$ cat src/rtl/sha_input_loader.sv
// Address-tagged input router for the SHA-256 core: message words go to a one-entry handshake buffer, other addresses load the variable bank.
// Optional feature: define INPUT_MUX_BSWAP_EN to byte-reverse message words before they are registered.
module sha_input_loader #(
   parameter int DATA_W  = 32,
   parameter int ADDR_W  = 4,
   parameter int N_VARS  = 8,
   parameter int N_WORDS = 16
) (
   input  logic                         clk,
   input  logic                         rst_n,
   input  logic                         in_valid,
   output logic                         in_ready,
   input  logic [ADDR_W-1:0]            in_addr,
   input  logic [DATA_W-1:0]            in_data,
   output logic                         w_valid,
   input  logic                         w_ready,
   output logic [DATA_W-1:0]            w_data,
   output logic [$clog2(N_WORDS)-1:0]   w_idx,
   output logic                         block_done,
   output logic [N_VARS*DATA_W-1:0]     out_var,
   output logic [N_VARS-1:0]            var_loaded,
   output logic                         addr_err
);

   localparam int IDX_W = $clog2(N_WORDS);
   localparam logic [ADDR_W-1:0] CLR_ADDR = {ADDR_W{1'b1}};

   logic                     w_valid_q, w_valid_d;
   logic [DATA_W-1:0]        w_data_q, w_data_d;
   logic [IDX_W-1:0]         w_idx_q, w_idx_d;
   logic [IDX_W-1:0]         cnt_q, cnt_d;
   logic                     block_done_q, block_done_d;
   logic [DATA_W-1:0]        var_q [N_VARS];
   logic [DATA_W-1:0]        var_d [N_VARS];
   logic [N_VARS-1:0]        var_loaded_q, var_loaded_d;
   logic                     addr_err_q, addr_err_d;

   logic                     accept, out_xfer;
   logic                     is_msg, is_var, is_clr, is_bad;
   logic [IDX_W-1:0]         cnt_inc;
   logic [DATA_W-1:0]        msg_word;

`ifdef INPUT_MUX_BSWAP_EN
   function automatic logic [DATA_W-1:0] bswap(input logic [DATA_W-1:0] x);
      logic [DATA_W-1:0] r;
      r = '0;
      for (int b = 0; b < DATA_W/8; b++) begin
         r[b*8 +: 8] = x[(DATA_W/8-1-b)*8 +: 8];
      end
      return r;
   endfunction
   assign msg_word = bswap(in_data);
`else
   assign msg_word = in_data;
`endif

   assign in_ready = !w_valid_q || w_ready;
   assign accept   = in_valid && in_ready;
   assign out_xfer = w_valid_q && w_ready;

   assign is_msg = accept && (in_addr == '0);
   assign is_clr = accept && (in_addr == CLR_ADDR);
   assign is_var = accept && (in_addr != '0) && (in_addr <= ADDR_W'(N_VARS));
   assign is_bad = accept && !is_msg && !is_clr && !is_var;

   assign cnt_inc = (cnt_q == IDX_W'(N_WORDS-1)) ? '0 : cnt_q + IDX_W'(1);

   always_comb begin
      w_valid_d    = w_valid_q;
      w_data_d     = w_data_q;
      w_idx_d      = w_idx_q;
      cnt_d        = cnt_q;
      block_done_d = out_xfer && (w_idx_q == IDX_W'(N_WORDS-1));
      var_d        = var_q;
      var_loaded_d = var_loaded_q;
      addr_err_d   = addr_err_q;

      if (out_xfer) begin
         cnt_d     = cnt_inc;
         w_valid_d = 1'b0;
      end
      // A word loaded in the same cycle the previous one leaves is tagged with the advanced count
      if (is_msg) begin
         w_valid_d = 1'b1;
         w_data_d  = msg_word;
         w_idx_d   = out_xfer ? cnt_inc : cnt_q;
      end
      for (int k = 0; k < N_VARS; k++) begin
         if (is_var && (in_addr == ADDR_W'(k+1))) begin
            var_d[k]        = in_data;
            var_loaded_d[k] = 1'b1;
         end
      end
      if (is_bad) begin
         addr_err_d = 1'b1;
      end
      if (is_clr) begin
         cnt_d        = '0;
         var_loaded_d = '0;
         addr_err_d   = 1'b0;
      end
   end

   always_ff @(posedge clk or negedge rst_n) begin
      if (!rst_n) begin
         w_valid_q    <= 1'b0;
         w_data_q     <= '0;
         w_idx_q      <= '0;
         cnt_q        <= '0;
         block_done_q <= 1'b0;
         for (int k = 0; k < N_VARS; k++) var_q[k] <= '0;
         var_loaded_q <= '0;
         addr_err_q   <= 1'b0;
      end else begin
         w_valid_q    <= w_valid_d;
         w_data_q     <= w_data_d;
         w_idx_q      <= w_idx_d;
         cnt_q        <= cnt_d;
         block_done_q <= block_done_d;
         var_q        <= var_d;
         var_loaded_q <= var_loaded_d;
         addr_err_q   <= addr_err_d;
      end
   end

   assign w_valid    = w_valid_q;
   assign w_data     = w_data_q;
   assign w_idx      = w_idx_q;
   assign block_done = block_done_q;
   assign var_loaded = var_loaded_q;
   assign addr_err   = addr_err_q;

   for (genvar g = 0; g < N_VARS; g++) begin : g_pack
      assign out_var[g*DATA_W +: DATA_W] = var_q[g];
   end

endmodule

$ cat config.mk
export PLATFORM = sky130hd
export DESIGN_NAME = sha_input_loader
export DESIGN_NICKNAME = d
export VERILOG_FILES = /design/src/rtl/sha_input_loader.sv
export SDC_FILE = /design/constraint.sdc
export NUM_CORES = 1
export LEC_CHECK = 0
export ABC_AREA = 1
export CAP_MARGIN = 20
export CELL_PAD_IN_SITES_DETAIL_PLACEMENT = 1
export CELL_PAD_IN_SITES_GLOBAL_PLACEMENT = 1
export CORE_MARGIN = 1
export CORE_UTILIZATION = 36
export CTS_BUF_LIST = sky130_fd_sc_hd__clkbuf_4 sky130_fd_sc_hd__clkbuf_8 sky130_fd_sc_hd__clkbuf_16
export CTS_CLUSTER_DIAMETER = 80
export CTS_CLUSTER_SIZE = 12
export DETAILED_ROUTE_END_ITERATION = 7
export HOLD_SLACK_MARGIN = 0.06
export PLACE_DENSITY = 0.8
export SLEW_MARGIN = 30
export SYNTH_ARGS = -nofsm -noshare
export SYNTH_HDL_FRONTEND = slang
export SYNTH_SLANG_ARGS = --single-unit
export TNS_END_PERCENT = 30
$ cat constraint.sdc
create_clock -name clk -period 1.6 [get_ports clk]
set_input_delay 0.24 -clock clk [delete_from_list [all_inputs] [get_ports clk]]
set_output_delay 0.24 -clock clk [all_outputs]
set_load 0.01 [all_outputs]
==> impl_metrics.yaml <==
cells_and_area:
  area_delta_synth_final_pct: 44.4
  post-route-util_pct: 53.4
  sequential_cell_area_um2: 7680
  drive_gt1_share_pct: 10.2
  antenna_cells: 0
  finish.net_count: 1730
  area_of_the_multi_input_gates_um2: 3950
  layout.cell_area.non_filler_um2: 17600
  final.fill_count: 3818
global_route:
  grt_first_pass_wirelength_mm: 72.2
  track_usage_pct: 27.5
  grt_antenna_before_repair: 0
  grt_remaining_overflow: 0
  grt_start_max_net_pins: 66
  number_of_global_route_vias_before_repair: 12000
synth:
  post-synth-top-count-cell: "sky130_fd_sc_hd__nand2_1"
  yosys.area.top_type: "sky130_fd_sc_hd__dfrtp_1"
  main_area_contributors_after_synthesis: "sky130_fd_sc_hd__dfrtp_1 (63%), sky130_fd_sc_hd__nand2_1 (16%), sky130_fd_sc_hd__nand4_1 (10%)"
  postSynth.asyncResetShare_pct: 100
  post_synthesis_average_cell_area_um2: 9.35
  netlist_area_um2: 12200
  synth_enable_flop_cells: 0
  netlist-cell-type-count: 21
  syn_nets: 1341
  synth_largest_type_area_fraction_pct: 63.2
  synth.yosys.seq_area_share_pct: 63.2
  primary_flip_flop_cell_chosen_by_synthesis_mapping: "sky130_fd_sc_hd__dfrtp_1"
  ys_warn_count: 0
  yosys_register_bits: 307
  synth.top_cells.by_count: "sky130_fd_sc_hd__nand2_1 (504), sky130_fd_sc_hd__dfrtp_1 (307), sky130_fd_sc_hd__nand4_1 (196)"
  synth_cells: 1300
sta:
  final.setup_skew_ps: 10.2
  timing.final.setup_violations: 0
  timing.final.crit_share_pct: 96.5
  fin_worst_hold_slack_ps: 226
  final-max-slew-violation-count: 0
  max_slew.worst_pin.slew_ps: 510
  timing_hold_violations_final: 0
  max_clock_freq_mhz: 648
  final_critical_path_required_period_ps: 1540
  slew_headroom_pct: 65.9
  grt_setup_unrepaired: "yes"
clock_tree:
  cts_inserted_buffers: 29
  clock_tree_from_tritoncts: "built"
  cts.path.max_buffers: 3
  cts_sinks: 307
  cts.clk_slew.worst_paths_ps: 60
  h-tree-depth: 1
  clk_root_buffer_cell: "sky130_fd_sc_hd__clkbuf_16"
  worstSkewPairLatency_ps: 550
setup_path:
  wp_data_arrival_ps: 1950
  critical_path_peak_fanout: 65
  timing.critical_path.required_ps: 2010
  worst_setup_slack_for_register_to_register_paths_ps: 60
  timing.reg2reg.worst_path_depth: 8
  worstSetupEndpointType: "flip-flop"
  rr_endpoint: "out_var[231]$_DFFE_PN0P_"
  crit-reg2reg-launch: "w_valid$_DFFE_PN0P_"
  critical_path_class: "reg -> reg"
  kind_of_start_point_of_the_critical_path: "flip-flop"
pwr:
  pwr_density_cell_nw_per_um2: 1260
  post-layout-total-power_w: 0.0222
  vdd_ir_drop_max_mv: 0.867
  leakage_nw: 9.62
detailed_routing:
  post_drt_wl_per_cell_um: 22.4
  vias: 11400
  finalWirelength_mm: 47.8
  remaining_drc_errors: 0
  drt_iter0_markers: 708
  antenna_violating_nets_post_route: 0
  drt_pass1_iterations: 5
  vias_per_instance: 5.37
placement:
  post-dp-hpwl_mm: 33.1
  port_buffers: 343
  global_placer_s_final_weighted_congestion: 0.810
  post_dp_cell_area_um2: 17000
worst_hold_path:
  class_of_the_tightest_hold_or_removal_check: "in -> async"
floorplanning:
  die_height_um: 186
  start_util_pct: 37.0
  die_w_um: 186
  placeableCoreArea_um2: 32900
  io_pins: 344
  placementRows: 66
  floorplan.die_area_um2: 34500
outcome:
  status: "complete, no violations"
job:
  timing.max_cap.violations: 0
-- worst max-delay path: stages (launching register included) --
cell	delay [ps]
sky130_fd_sc_hd__dfrtp_1	390
sky130_fd_sc_hd__nand2_2	90
sky130_fd_sc_hd__nand2_4	70
sky130_fd_sc_hd__buf_4	140
sky130_fd_sc_hd__inv_1	70
sky130_fd_sc_hd__nand4_1	140
sky130_fd_sc_hd__buf_12	230
sky130_fd_sc_hd__nand2_1	110
sky130_fd_sc_hd__o21ai_0	110
-- stage by stage --
step                instances  setup slack, ps  setup TNS, ps
floorplan                1300             73.4              0
global placement         2087             -346         -87340
detailed placement       2087             -406        -100620
CTS                      2120            -17.7          -17.7
global route             2131            -23.3           -107
finish                   2131             56.5              0
-- worst max path at each step --
stage	slack, ps	startpoint	endpoint
floorplan	70	w_valid$_DFFE_PN0P_	out_var[58]$_DFFE_PN0P_
global placement	-350	in_addr[2]	out_var[54]$_DFFE_PN0P_
detailed placement	-410	in_addr[0]	out_var[138]$_DFFE_PN0P_
CTS	-20	w_valid$_DFFE_PN0P_	in_ready
global route	-20	w_valid$_DFFE_PN0P_	out_var[245]$_DFFE_PN0P_
finish	60	w_valid$_DFFE_PN0P_	out_var[231]$_DFFE_PN0P_
-- registers in the layout (all words and copies together), names as in the netlist --
register    flops
w_valid         1
var_loaded      8
out_var       256
w_data         32
cnt_q           4
addr_err        1
block_done      1
w_idx           4
-- placed cells by master (no fill, tap or decap), types with 2 or more instances in the layout --
cell                              Yosys  layout
sky130_fd_sc_hd__buf_6                0       4
sky130_fd_sc_hd__clkbuf_16            0      31
sky130_fd_sc_hd__dlygate4sd2_1        0     302
sky130_fd_sc_hd__dfrtp_1            307     307
sky130_fd_sc_hd__nand3_2              0       5
sky130_fd_sc_hd__nor2_1              11       9
sky130_fd_sc_hd__nand2_2              1       4
sky130_fd_sc_hd__buf_12               0      37
sky130_fd_sc_hd__nor3_4               0       4
sky130_fd_sc_hd__nand3_1              8       2
sky130_fd_sc_hd__nand2_1            504     500
sky130_fd_sc_hd__a21oi_1             12      12
sky130_fd_sc_hd__inv_1               48      48
sky130_fd_sc_hd__buf_4                0      71
sky130_fd_sc_hd__clkdlybuf4s50_1      0      38
sky130_fd_sc_hd__o21ai_0             96      95
sky130_fd_sc_hd__nor2_4               1       3
sky130_fd_sc_hd__nand4_1            196     196
sky130_fd_sc_hd__o21ai_1              2       3
sky130_fd_sc_hd__inv_2                5       5
-- per-layer routing --
metal	up-vias	global-route usage (%)	wire (µm)	part of all wire (%)
li1	5086	-	-	-
met1	5817	36.1	19800	42
met2	443	44.8	22700	48
met3	94	6.34	3610	7.6
met4	0	9.21	1550	3.3
met5	-	0	0	0
-- what timing repair did --
| action | in CTS | in global routing |
|---|---|---|
| hold buffers | 1 | 0 |
| cloned | 0 | 3 |
| setup endpoints to repair | 348 | 208 |
| setup buffers | 1 | 8 |
| hold endpoints to repair | 307 | 0 |
| gates resized for setup | 308 | 19 |
| pin swaps | 1 | 2 |
-- cell type report --
cell class / count / area share (%)
timing repair buffer: 458 / 25.2
tap: 442 / 3.15
multi-input combinational: 840 / 22.5
inverter: 53 / 1.13
clock inverter: 2 / 0.0926
clock buffer: 29 / 4.13
sequential: 307 / 43.8
-- report_power, final --
group	total, W	switching (W)	internal [W]
Sequential	0.0104	0.00103	0.00935
Combinational	0.00580	0.00329	0.00251
Clock	0.00603	0.00285	0.00318
Total	0.0222	0.00717	0.0150
-- kinds of logic (layout without fill, tap and decap cells) --
family / after synthesis / after routing / share of synthesized area [%]
and+or+nand+nor: 726 / 726 / 26.8
AOI/OAI and AO/OA: 111 / 111 / 4.60
adders and majority gates: 1 / 1 / 0.103
muxes: 1 / 1 / 0.0823
xor gates and xnor gates: 1 / 1 / 0.0720
DFF: 307 / 307 / 63.2
buffers and inverters: 153 / 542 / 5.14
No activity file was read; power rests on OpenSTA's default activity.
